## src/rtl/dma_seq.sv

```systemverilog
// rtl/dma_seq.sv - DMA block-transfer sequencer driving an address generator
module dma_seq #(
    parameter int unsigned TIMEOUT = 16
) (
    input  logic       clk,
    input  logic       reset_n,
    input  logic       start,
    input  logic       abort,
    input  logic [1:0] mode,
    input  logic       dir,
    input  logic [7:0] start_addr,
    input  logic [7:0] word_count,
    input  logic       dma_req,
    input  logic       done,
    input  logic       aco_n,
    output logic [2:0] instr,
    output logic [7:0] data,
    output logic       aci,
    output logic       wci,
    output logic       dma_ack,
    output logic       busy,
    output logic       irq,
    output logic       err,
    output logic [7:0] xfer_cnt
);

    typedef enum logic [3:0] {
        S_IDLE, S_WR_CR, S_LD_ADDR, S_LD_WC, S_WAIT_REQ,
        S_XFER, S_CHECK, S_FINISH, S_ERROR
    } state_t;

    localparam logic [2:0] I_WR_CR   = 3'b000;
    localparam logic [2:0] I_LD_ADDR = 3'b101;
    localparam logic [2:0] I_LD_WC   = 3'b110;
    localparam logic [2:0] I_ENABLE  = 3'b111;
    localparam logic [2:0] I_NOP     = 3'b011;
    localparam logic [7:0] WAIT_LAST = 8'(TIMEOUT - 1);

    state_t     state_q, state_d;
    logic [1:0] mode_q, mode_d;
    logic       dir_q, dir_d;
    logic [7:0] addr_q, addr_d;
    logic [7:0] wc_q, wc_d;
    logic [7:0] wait_cnt_q, wait_cnt_d;
    logic       wrap_q, wrap_d;
    logic       err_q, err_d;
    logic [7:0] xfer_cnt_q, xfer_cnt_d;
    logic [2:0] instr_q, instr_d;
    logic [7:0] data_q, data_d;
    logic       aci_q, aci_d;
    logic       wci_q, wci_d;
    logic       ack_q, ack_d;
    logic       busy_q, busy_d;
    logic       irq_q, irq_d;

    // Next-state and block-context update; abort overrides everything else
    always_comb begin
        state_d    = state_q;
        mode_d     = mode_q;
        dir_d      = dir_q;
        addr_d     = addr_q;
        wc_d       = wc_q;
        wait_cnt_d = wait_cnt_q;
        wrap_d     = wrap_q;
        err_d      = err_q;
        xfer_cnt_d = xfer_cnt_q;
        if (abort) begin
            state_d = S_IDLE;
            err_d   = 1'b0;
        end else begin
            case (state_q)
                S_IDLE, S_ERROR: begin
                    if (start) begin
                        mode_d     = mode;
                        dir_d      = dir;
                        addr_d     = start_addr;
                        wc_d       = word_count;
                        err_d      = 1'b0;
                        wrap_d     = 1'b0;
                        xfer_cnt_d = 8'd0;
                        state_d    = S_WR_CR;
                    end
                end
                S_WR_CR:   state_d = S_LD_ADDR;
                S_LD_ADDR: state_d = S_LD_WC;
                S_LD_WC: begin
                    state_d    = S_WAIT_REQ;
                    wait_cnt_d = 8'd0;
                end
                S_WAIT_REQ: begin
                    if (dma_req) begin
                        state_d    = S_XFER;
                        xfer_cnt_d = xfer_cnt_q + 8'd1;
                    end else if (wait_cnt_q == WAIT_LAST) begin
                        state_d = S_ERROR;
                        err_d   = 1'b1;
                    end else begin
                        wait_cnt_d = wait_cnt_q + 8'd1;
                    end
                end
                S_XFER: begin
                    state_d = S_CHECK;
                    if (!aco_n) wrap_d = 1'b1;
                end
                S_CHECK: begin
                    if (wrap_q) begin
                        state_d = S_ERROR;
                        err_d   = 1'b1;
                    end else if (done && (mode_q != 2'b11)) begin
                        state_d = S_FINISH;
                    end else begin
                        state_d    = S_WAIT_REQ;
                        wait_cnt_d = 8'd0;
                    end
                end
                S_FINISH: state_d = S_IDLE;
                default:  state_d = S_IDLE;
            endcase
        end
    end

    // Moore output decode from the upcoming state so outputs are registered
    always_comb begin
        instr_d = I_NOP;
        data_d  = 8'd0;
        aci_d   = 1'b1;
        wci_d   = 1'b1;
        ack_d   = 1'b0;
        busy_d  = 1'b0;
        irq_d   = 1'b0;
        case (state_d)
            S_WR_CR: begin
                instr_d = I_WR_CR;
                data_d  = {5'b0, dir_d, mode_d};
                busy_d  = 1'b1;
            end
            S_LD_ADDR: begin
                instr_d = I_LD_ADDR;
                data_d  = addr_d;
                busy_d  = 1'b1;
            end
            S_LD_WC: begin
                instr_d = I_LD_WC;
                data_d  = wc_d;
                busy_d  = 1'b1;
            end
            S_WAIT_REQ, S_CHECK: begin
                instr_d = I_ENABLE;
                busy_d  = 1'b1;
            end
            S_XFER: begin
                instr_d = I_ENABLE;
                aci_d   = 1'b0;
                wci_d   = 1'b0;
                ack_d   = 1'b1;
                busy_d  = 1'b1;
            end
            S_FINISH: begin
                busy_d = 1'b1;
                irq_d  = 1'b1;
            end
            default: ;
        endcase
    end

    // State, context and output registers with asynchronous reset
    always_ff @(posedge clk or negedge reset_n) begin
        if (!reset_n) begin
            state_q    <= S_IDLE;
            mode_q     <= 2'd0;
            dir_q      <= 1'b0;
            addr_q     <= 8'd0;
            wc_q       <= 8'd0;
            wait_cnt_q <= 8'd0;
            wrap_q     <= 1'b0;
            err_q      <= 1'b0;
            xfer_cnt_q <= 8'd0;
            instr_q    <= I_NOP;
            data_q     <= 8'd0;
            aci_q      <= 1'b1;
            wci_q      <= 1'b1;
            ack_q      <= 1'b0;
            busy_q     <= 1'b0;
            irq_q      <= 1'b0;
        end else begin
            state_q    <= state_d;
            mode_q     <= mode_d;
            dir_q      <= dir_d;
            addr_q     <= addr_d;
            wc_q       <= wc_d;
            wait_cnt_q <= wait_cnt_d;
            wrap_q     <= wrap_d;
            err_q      <= err_d;
            xfer_cnt_q <= xfer_cnt_d;
            instr_q    <= instr_d;
            data_q     <= data_d;
            aci_q      <= aci_d;
            wci_q      <= wci_d;
            ack_q      <= ack_d;
            busy_q     <= busy_d;
            irq_q      <= irq_d;
        end
    end

    assign instr    = instr_q;
    assign data     = data_q;
    assign aci      = aci_q;
    assign wci      = wci_q;
    assign dma_ack  = ack_q;
    assign busy     = busy_q;
    assign irq      = irq_q;
    assign err      = err_q;
    assign xfer_cnt = xfer_cnt_q;

endmodule

```

## config.mk

```make
export PLATFORM = sky130hd
export DESIGN_NAME = dma_seq
export DESIGN_NICKNAME = d
export VERILOG_FILES = /design/src/rtl/dma_seq.sv
export SDC_FILE = /design/constraint.sdc
export NUM_CORES = 1
export LEC_CHECK = 0
export BUFFER_PORTS_ARGS = -buffer_cell sky130_fd_sc_hd__buf_2
export CORE_MARGIN = 2
export CORE_UTILIZATION = 40
export DETAILED_ROUTE_END_ITERATION = 10
export PLACE_DENSITY_LB_ADDON = 0.3
export SYNTH_ARGS = -nofsm -noshare
export SYNTH_HDL_FRONTEND = slang
export SYNTH_SLANG_ARGS = --single-unit
```

## constraint.sdc

```tcl
create_clock -name clk -period 2.65 [get_ports clk]
set_clock_uncertainty 0.2 [all_clocks]
set_input_delay 0.265 -clock clk [delete_from_list [all_inputs] [get_ports clk]]
set_output_delay 0.265 -clock clk [all_outputs]
set_load 0.02 [all_outputs]
```

==> qor.csv, run 1 <==
stage,metric,value,unit
setup_path,capturing point of the worst reg2reg path,xfer_cnt[4]$_DFFE_PN0P_,
sta,Post-Route Setup TNS,0,ns
synthesis,post-synthesis mux area share,8.16,%
layout,Area growth syn-to-layout,25.0,%
synthesis,Syn Std Cell Area,0.00258,mm²
sta,Achievable Freq,411,MHz
clock_network,CTS Sinks,55,
die,overall die width,84.3,µm
hold_path,hold depth,2,
synthesis,leading area contributor after synthesis,dfrtp_1,
route,DRT iter0 DRCs,60,
setup_path,crit path capture type,register,
place,# port buffers,50,
place,hpwl dp,3830,µm
setup_path,R2R depth,5,
layout,# diodes,0,
sta,Hold Fails Final Rpt,0,
synthesis,Post-Synth XOR/XNOR Area,0.340,%
synthesis,main combinational cell family by area after synthesis,simple AND/OR/NAND/NOR gates,
synthesis,Synth Area in Simple Gates,20.7,%
clock_network,CTS tree,done,
setup_path,CP Class,reg2reg,
die,total I/O pin count,51,
setup_path,crit path launch type,register,
power,Max VDD drop,0.502,mV
synthesis,asr flop ratio synth,100,%
synthesis,Post-synth top flop,dfrtp_1,
synthesis,most common cell in the synthesized netlist,dfrtp_1,
die,Die ar.,0.00710,mm²
setup_path,Worst R2R Start,state_q[2]$_DFF_PN0_,
power,Leak,1.49,nW
synthesis,Synth Area in Adders,0.971,%
route,WL per Instance,14.0,µm
clock_network,CTS buffer count,5,
grt,GRT Resource Usage Total,17.2,%
run,Max-Cap Viols,0,
die,row cnt,29,
layout,Final Instance Count excl. Fillers,390,
synthesis,share of the synthesized area in the top cell type,50.5,%
setup_path,FF-to-FF setup slack,0.22,ns
setup_path,required time of the critical path,2.70,ns
place,setup slack after placement,0.209,ns
setup_path,CP arrival,2.48,ns
sta,Tcrit/Tclk final,91.8,%
sta,Worst-Margin Slew,0.680,ns
hold_path,Worst Hold Launch,abort,
sta,Final Critical Period,2.43,ns
grt,gr ovfl total,0,
clock_network,CTS root buf,clkbuf_8,
route,Routed Antenna Nets,0,
clock_network,clk_lat worst skew,0.31,ns
die,Initial Util,41.0,%
route,router iterations before antenna repair,4,
setup_path,Critical Path Fanout Max,16,
place,Inst Count DP,362,
sta,Setup Viol. Count Final,0,
hold_path,min-delay worst type,in2reg,
grt,largest net degree at the start of global routing,56,
layout,nets@finish,340,
clock_network,H-tree Lvls,2,
synthesis,Yosys reg bits,55,
die,core area,0.00628,mm²
grt,vias in the first global route,2065,
clock_network,clock-pin slew on the worst setup and hold paths,0.10,ns
status,status,finished clean,
sta,fin worst setup slack,0.218,ns
synthesis,Synth Area in Compound Gates,13.0,%
grt,initial antenna violation count,0,
place,Final Wtd Congestion,0.855,
sta,RSZ-0062 raised after global routing,no,
synthesis,Synth cell types,45,
route,DRC viols,0,
route,vias per inst,5.24,
clock_network,clk buf depth,2,
sta,final max-slew violation count,0,
synthesis,synth top area cells,"dfrtp_1, mux2_2, a21oi_1",
route,final WL,5480,µm
hold_path,Hold EP,err$_DFFE_PN0P_,
power,Power Density,992,mW/mm²
synthesis,Synth Area per Inst,10.8,µm²
sta,Rel. slew slack,54.7,%
synthesis,Post-synth top cells,"dfrtp_1, nand2_1, nor2_1",
layout,share of layout cells above drive strength 1,30.4,%
synthesis,Post-synth EDFFs,0,
die,Die Ht,84.3,µm
synthesis,Cells after Synth,238,
grt,first-pass GRT wire length,9790,µm
synthesis,sequential fraction of the synthesis area,53.6,%
synthesis,synth warn,0,
route,vias,2045,
synthesis,Synth Net Count,266,
[cells in the final DEF (no fill, tap or decap), drive strengths merged, types with 2 or more instances in the layout]
cell | netlist | layout
buf | 9 | 58
dfrtp | 52 | 52
nand2 | 21 | 21
dlygate4sd3 | 0 | 20
a21oi | 19 | 19
nor2 | 18 | 18
mux2 | 16 | 16
o21ai | 15 | 15
o31ai | 8 | 8
or3 | 8 | 8
nor3 | 8 | 8
inv | 6 | 7
nand2b | 5 | 5
nand3 | 5 | 5
or4 | 5 | 5
clkbuf | 2 | 5
and3 | 4 | 4
nand3b | 3 | 3
a21o | 3 | 3
and2 | 3 | 3
mux2i | 3 | 3
dfstp | 3 | 3
nor4 | 3 | 3
or3b | 2 | 2
nand4 | 2 | 2
ha | 2 | 2
[repair_timing]
item | 4_1_cts | 5_1_grt
endpoints found under the setup margin | 0 | 1
resized for setup | 0 | 1
setup buffers | 0 | 0
endpoints found under the hold margin | 73 | 0
hold buffers | 20 | 0
[how the worst max path moves through the flow]
stage / slack (ns) / startpoint / cells after the start / end
after floorplan: 0.45 / state_q[1]$_DFF_PN0_ / 6 / wait_cnt_q[7]$_DFFE_PN0P_
after CTS: 0.20 / state_q[2]$_DFF_PN0_ / 5 / xfer_cnt[4]$_DFFE_PN0P_
after detailed placement: 0.21 / state_q[0]$_DFF_PN0_ / 5 / data[4]$_DFF_PN0_
after global routing: 0.06 / state_q[2]$_DFF_PN0_ / 5 / xfer_cnt[4]$_DFFE_PN0P_
after global placement: 0.25 / state_q[2]$_DFF_PN0_ / 5 / xfer_cnt[4]$_DFFE_PN0P_
final: 0.22 / state_q[2]$_DFF_PN0_ / 5 / xfer_cnt[4]$_DFFE_PN0P_
[state kept, by name, summed over array words and instances, names as in the netlist]
signal      flops
state_q         4
wc_q            8
irq             1
err             1
wrap_q          1
wait_cnt_q      8
wci             1
xfer_cnt        8
instr           3
busy            1
mode_q          2
dma_ack         1
addr_q          8
data            8
[worst max-delay path, stage by stage, from the launching register on]
cell	delay (ns)
dfrtp_1	0.49
nand2b_1	0.24
a311o_1	0.39
nand4bb_4	0.37
or4_1	0.53
a21oi_1	0.15
[cell families after synthesis]
kind of cell               count (synthesis)
adders and majority gates                  2
DFF                                       55
AOI/OAI and AO/OA                         52
xor gates and xnor gates                   1
and+or+nand+nor                           92
buffers and inverters                     17
muxes                                     19
[final cells by class]
cell class,instances,area (µm²)
fill,605,3060
sequential,55,1380
multi-input combinational,166,1110
timing repair buffer,78,510
tap,77,96.3
clock buffer,5,68.8
clock inverter,3,27.5
inverter,6,22.5
[metal layers]
layer | wire [µm] | track usage (%)
met1 | 2530 | 23.6
met2 | 2590 | 27.2
met3 | 296 | 4.33
met4 | 59 | 4.84
met5 | 0 | 0
[where the power goes]
group	leakage, nW	internal, mW	switching [mW]
Combinational	0.738	0.576	0.846
Sequential	0.709	1.12	0.159
Clock	0.0463	0.195	0.296
Total	1.49	1.89	1.30
[through the flow]
stage                     hold slack (ns)  instance area (µm²)  total power [mW]  utilization (%)
after global routing               0.0126                 3220              3.46             51.3
after floorplan                    -0.231                 2580              2.31                -
after detailed placement            0.245                 2920              2.70             46.5
final                             0.00504                 3220              3.19             51.3
after global placement              0.244                 2920              2.69             46.5
after CTS                         0.00477                 3220              3.23             51.3
Power figures use the tool's default switching activity.
==> inputs of run 2 (changes only) <==
Settings changed: PLACE_DENSITY_LB_ADDON 0.3 to default.
==> qor.csv, run 2 (synthesis gave the netlist of run 1 again) <==
stage,metric,value,unit,change
setup_path,crit path capture type,register,,
layout,"commonest non-fill, non-tap cell in the layout",dfrtp_1,,
setup_path,CP Class,reg2reg,,
setup_path,FF-to-FF setup slack,0.20,ns,-0.02 ns
layout,# diodes,0,,unchanged
clock_network,post-CTS setup buffers,0,,unchanged
grt,vias in the first global route,2081,,+0.77%
layout,fin util,52.2,%,+0.88 points
sta,Rel. slew slack,50.5,%,-4.1 points
sta,final max-slew violation count,0,,unchanged
grt,GRT Resource Usage Total,17.5,%,+0.30 points
route,DRC viols,0,,unchanged
die,core area,0.00628,mm²,unchanged
power,Switching Power,1.33,mW,+2.0%
power,clock group share of total power,17.9,%,+2.5 points
sta,Setup Viol. Count Final,0,,unchanged
layout,share of layout cells above drive strength 1,30.4,%,about the same
route,router iterations before antenna repair,4,,unchanged
sta,Tcrit/Tclk final,92.6,%,+0.82 points
setup_path,capturing point of the worst reg2reg path,data[4]$_DFF_PN0_,,
sta,hold slack,0.0458,ns,+0.0408 ns
hold_path,min-delay worst type,in2reg,,
layout,# fillers,596,,-1.5%
setup_path,R2R depth,5,,unchanged
route,final WL,5800,µm,+5.9%
route,WL per Instance,14.8,µm,+5.1%
route,Routed Antenna Nets,0,,unchanged
hold_path,Worst Hold Launch,start,,
sta,Post-Route Setup TNS,0,ns,unchanged
sta,Worst-Margin Slew,0.742,ns,+0.0620 ns
hold_path,Hold EP,state_q[3]$_DFF_PN0_,,
place,Final Wtd Congestion,0.792,,-7.3%
place,setup slack after placement,0.202,ns,-0.00747 ns
power,Seq pwr share,38.6,%,-1.5 points
sta,Achievable Freq,408,MHz,-0.89%
clock_network,CTS Sinks,55,,unchanged
power,Switching Share,39.9,%,-0.88 points
layout,Area growth syn-to-layout,27.1,%,
die,Die Ht,84.3,µm,unchanged
sta,Final Critical Period,2.45,ns,+0.0217 ns
layout,nets@finish,343,,+0.88%
clock_network,CTS buffer count,5,,unchanged
clock_network,clock-pin slew on the worst setup and hold paths,0.11,ns,about the same
grt,initial antenna violation count,0,,unchanged
power,Total Power,3.33,mW,+4.3%
grt,first-pass GRT wire length,9870,µm,+0.78%
power,Max VDD drop,0.467,mV,-7.0%
place,hpwl dp,3960,µm,+3.5%
hold_path,hold depth,3,,+1
clock_network,clk buf depth,2,,unchanged
die,Die ar.,0.00710,mm²,unchanged
status,status,finished clean,,
route,vias,2088,,+2.1%
power,Comb pwr share,43.5,%,-1.1 points
sta,Hold Fails Final Rpt,0,,unchanged
power,Internal,2.00,mW,+5.9%
setup_path,required time of the critical path,2.69,ns,about the same
power,Power Density,1020,mW/mm²,+2.5%
die,row cnt,29,,unchanged
clock_network,CTS root buf,clkbuf_8,,
route,vias per inst,5.31,,+1.3%
die,Initial Util,41.0,%,unchanged
setup_path,Critical Path Fanout Max,11,,-5
setup_path,CP arrival,2.50,ns,+0.02 ns
die,overall die width,84.3,µm,unchanged
clock_network,H-tree Lvls,2,,unchanged
clock_network,clk_lat worst skew,0.32,ns,about the same
grt,gr ovfl total,0,,unchanged
run,Max-Cap Viols,0,,unchanged
setup_path,crit path launch type,register,,
grt,largest net degree at the start of global routing,33,,-41%
route,DRT iter0 DRCs,141,,+140%
power,Leak,1.52,nW,+1.9%
clock_network,CTS tree,done,,
sta,fin worst setup slack,0.197,ns,-0.0217 ns
die,total I/O pin count,51,,unchanged
layout,most frequent cells in the layout,"dfrtp_1, buf_2, dlygate4sd3_1",,
place,# port buffers,50,,unchanged
setup_path,Worst R2R Start,state_q[0]$_DFF_PN0_,,
sta,RSZ-0062 raised after global routing,no,,
[run 2: changes by cell type in the layout (fill, tap and decap cells not counted)]
cell,change
nor3_2,-1
dfrtp_2,+1
nand2_2,-1
nor3_4,+1
bufinv_16,+1
buf_4,+1
dlygate4sd3_1,+2
clkinv_4,-1
inv_6,+1
nand2_1,+1
dfrtp_1,-1
clkinvlp_4,-1
[run 2: final cells by class]
class	instances	area (µm²)	area share (%)
Sequential cell	55	1380	42.2
Multi-Input combinational cell	166	1120	34.1
Timing Repair Buffer	81	538	16.4
Tap cell	77	96.3	2.94
Clock buffer	5	68.8	2.10
Clock inverter	3	50.0	1.53
Inverter	6	22.5	0.688
[run 2: worst max-delay path by stage]
stage                                          from                         to  depth (start not counted)
after global placement    wait_cnt_q[0]$_DFFE_PN0P_          data[3]$_DFF_PN0_                          6
after CTS                      state_q[1]$_DFF_PN0_          data[4]$_DFF_PN0_                          5
after detailed placement       state_q[1]$_DFF_PN0_          data[5]$_DFF_PN0_                          5
after floorplan                state_q[1]$_DFF_PN0_  wait_cnt_q[7]$_DFFE_PN0P_                          6
final                          state_q[0]$_DFF_PN0_          data[4]$_DFF_PN0_                          5
after global routing           state_q[0]$_DFF_PN0_          data[4]$_DFF_PN0_                          5
[run 2: critical path, cell delays in order (launching register included)]
cell and delay [ns]:
dfrtp_1 0.51, or3b_1 0.48, a2111o_1 0.43, a21oi_2 0.25
nand2_1 0.24, nor3_1 0.27
[run 2: through the flow]
step	cells	cell area [µm²]
4_1_cts	393	3270
2_1_floorplan	238	2580
5_1_grt	393	3280
3_3_place_gp	363	2930
3_5_place_dp	363	2930
6_report	393	3280
[run 2: layer usage]
layer  up-vias  wire length, µm  track usage (%)
met1      1021             2720             23.3
met5         -                0                0
met3         6              282             4.72
li1       1013                -                -
met2        48             2710             27.3
met4         0               91             6.60
[run 2: what timing repair did]
action / in CTS / in global routing
gates resized for setup: 0 / 2
setup endpoints to repair: 0 / 2
hold buffers: 22 / 0
endpoints found under the hold margin: 52 / 0
[run 2: power groups by stage]
stage	Combinational, mW	Sequential, mW	Clock [mW]
after floorplan	0.968	1.35	0
after global placement	1.39	1.30	0
after detailed placement	1.41	1.30	0
after CTS	1.44	1.28	0.615
after global routing	1.60	1.32	0.656
final	1.45	1.29	0.596
==> inputs of run 3 (changes only) <==
Clock period 2.65 ns to 2.29 ns, I/O delays scaled along.
==> qor.csv, run 3 (synthesis gave the netlist of run 1 again) <==
stage,metric,value,unit,change
layout,# diodes,0,,unchanged
sta,Rel. slew slack,70.5,%,+20 points
status,status,"complete, but fails checks",,
route,DRC viols,0,,unchanged
setup_path,Worst path top cell family by delay,simple AND/OR/NAND/NOR gates,,
sta,Worst-Margin Slew,0.442,ns,-0.300 ns
layout,fin util,58.9,%,+6.8 points
layout,share of layout cells above drive strength 1,45.6,%,+15 points
die,Die Ht,84.3,µm,unchanged
clock_network,clk buf depth,2,,unchanged
grt,GRT Resource Usage Total,17.7,%,+0.20 points
clock_network,CTS tree,done,,
route,DRT iter0 DRCs,86,,-39%
clock_network,H-tree Lvls,2,,unchanged
grt,gr ovfl total,0,,unchanged
die,core area,0.00628,mm²,unchanged
run,Max-Cap Viols,0,,unchanged
sta,Setup Viol. Count Final,5,,+5
sta,hold slack,0.0244,ns,-0.0214 ns
place,# port buffers,50,,unchanged
route,final WL,6580,µm,+13%
status,failing checks,setup timing,,
setup_path,CP peak stage delay,0.55,ns,+0.04 ns
place,hpwl dp,4190,µm,+5.8%
die,Die ar.,0.00710,mm²,unchanged
clock_network,CTS buffer count,5,,unchanged
layout,most frequent cells in the layout,"buf_2, dfrtp_1, buf_4",,
grt,initial antenna violation count,0,,unchanged
die,total I/O pin count,51,,unchanged
setup_path,Buf/Inv on CP,1,,+1
sta,Achievable Freq,424,MHz,+4.1%
power,Comb pwr share,53.3,%,+9.8 points
setup_path,CP arrival,2.40,ns,-0.10 ns
grt,largest net degree at the start of global routing,27,,-18%
power,Power Density,1240,mW/mm²,+22%
setup_path,crit path launch type,register,,
route,router iterations before antenna repair,4,,unchanged
setup_path,crit-path cells,buf_6 > or4b_4 > a21oi_4 > nor3_4 > or4_1 > a21oi_2,,
route,Routed Antenna Nets,0,,unchanged
sta,Tcrit/Tclk final,103,%,+10 points
sta,final max-slew violation count,0,,unchanged
route,vias per inst,5.32,,+0.21%
route,WL per Instance,15.4,µm,+4.6%
sta,Final Critical Period,2.36,ns,-0.0971 ns
power,Seq pwr share,31.9,%,-6.7 points
setup_path,crit path capture type,register,,
hold_path,min-delay worst type,in2reg,,
grt,vias in the first global route,2168,,+4.2%
power,clock group share of total power,14.8,%,-3.1 points
route,vias,2268,,+8.6%
die,row cnt,29,,unchanged
place,Final Wtd Congestion,0.816,,+3.1%
sta,Hold Fails Final Rpt,0,,unchanged
power,Switching Share,38.9,%,-0.96 points
grt,first-pass GRT wire length,10300,µm,+4.0%
die,Initial Util,41.0,%,unchanged
clock_network,clk_lat worst skew,0.31,ns,about the same
power,Leak,1.72,nW,+13%
clock_network,CTS root buf,clkbuf_8,,
sta,RSZ-0062 raised after global routing,yes,,
place,setup slack after placement,-0.0434,ns,-0.245 ns
layout,nets@finish,376,,+9.6%
setup_path,required time of the critical path,2.34,ns,-0.35 ns
setup_path,Critical-path top delay cell,or4b_4,,
power,Total Power,4.60,mW,+38%
setup_path,Critical Path Fanout Max,6,,-5
die,overall die width,84.3,µm,unchanged
layout,"commonest non-fill, non-tap cell in the layout",buf_2,,
power,Internal,2.81,mW,+40%
sta,Post-Route Setup TNS,-0.263,ns,-0.263 ns
power,Max VDD drop,0.625,mV,+34%
clock_network,clock-pin slew on the worst setup and hold paths,0.11,ns,about the same
layout,Area growth syn-to-layout,43.6,%,
setup_path,CP Class,reg2reg,,
sta,fin worst setup slack,-0.0663,ns,-0.263 ns
clock_network,CTS Sinks,55,,unchanged
power,Switching Power,1.79,mW,+35%
[run 3: worst paths after layout]
check / start / to / slack, ns / depth (start not counted)
setup reg to reg: state_q[1]$_DFF_PN0_ / wait_cnt_q[4]$_DFFE_PN0P_ / -0.07 / 6
min in group asynchronous: reset_n / mode_q[1]$_DFF_PN0_ / 0.18 / 2
max in group asynchronous: reset_n / wci$_DFF_PN1_ / 1.05 / 3
hold reg to reg: addr_q[1]$_DFF_PN0_ / addr_q[1]$_DFF_PN0_ / 0.31 / 1
setup / recovery: state_q[1]$_DFF_PN0_ / wait_cnt_q[4]$_DFFE_PN0P_ / -0.07 / 6
hold / removal: start / state_q[3]$_DFF_PN0_ / 0.02 / 3
[run 3: timing repair]
action / in CTS / in global routing
pin swaps: 1 / 22
hold buffers: 22 / 0
endpoints found under the setup margin: 3 / 20
gates resized for setup: 3 / 44
cloned: 1 / 1
hold endpoints to repair: 39 / 0
buffers inserted: 0 / 15
[run 3: power groups by stage]
stage          clock network (mW)  registers, mW  logic, mW
6_report                    0.681           1.47       2.45
5_1_grt                     0.728           1.50       2.67
4_1_cts                     0.701           1.47       1.95
3_5_place_dp                    0           1.48       1.87
3_3_place_gp                    0           1.48       1.84
2_1_floorplan                   0           1.56       1.12
[run 3: final cells by class]
cell class / instances / area, µm²
clock inverter: 3 / 50.0
tap: 77 / 96.3
timing repair buffer: 113 / 816
sequential: 55 / 1390
fill: 520 / 2580
inverter: 6 / 22.5
clock buffer: 5 / 68.8
multi-input combinational: 167 / 1260
[run 3: metal layers]
metal	part of all wire (%)	global-route usage, %	vias up
met1	45	23.7	1122
met2	50	29.4	49
met4	1.1	4.69	0
met5	0	0	-
li1	-	-	1089
met3	3.8	3.54	8
[run 3: stage by stage]
step,cell area (µm²),instances
2_1_floorplan,2580,238
5_1_grt,3700,426
3_5_place_dp,3060,379
4_1_cts,3420,410
6_report,3700,426
3_3_place_gp,3060,379
[run 3: tightest hold or removal path: stages]
cell	delay, ns
buf_2	0.10
nand3b_1	0.10
a21oi_1	0.06
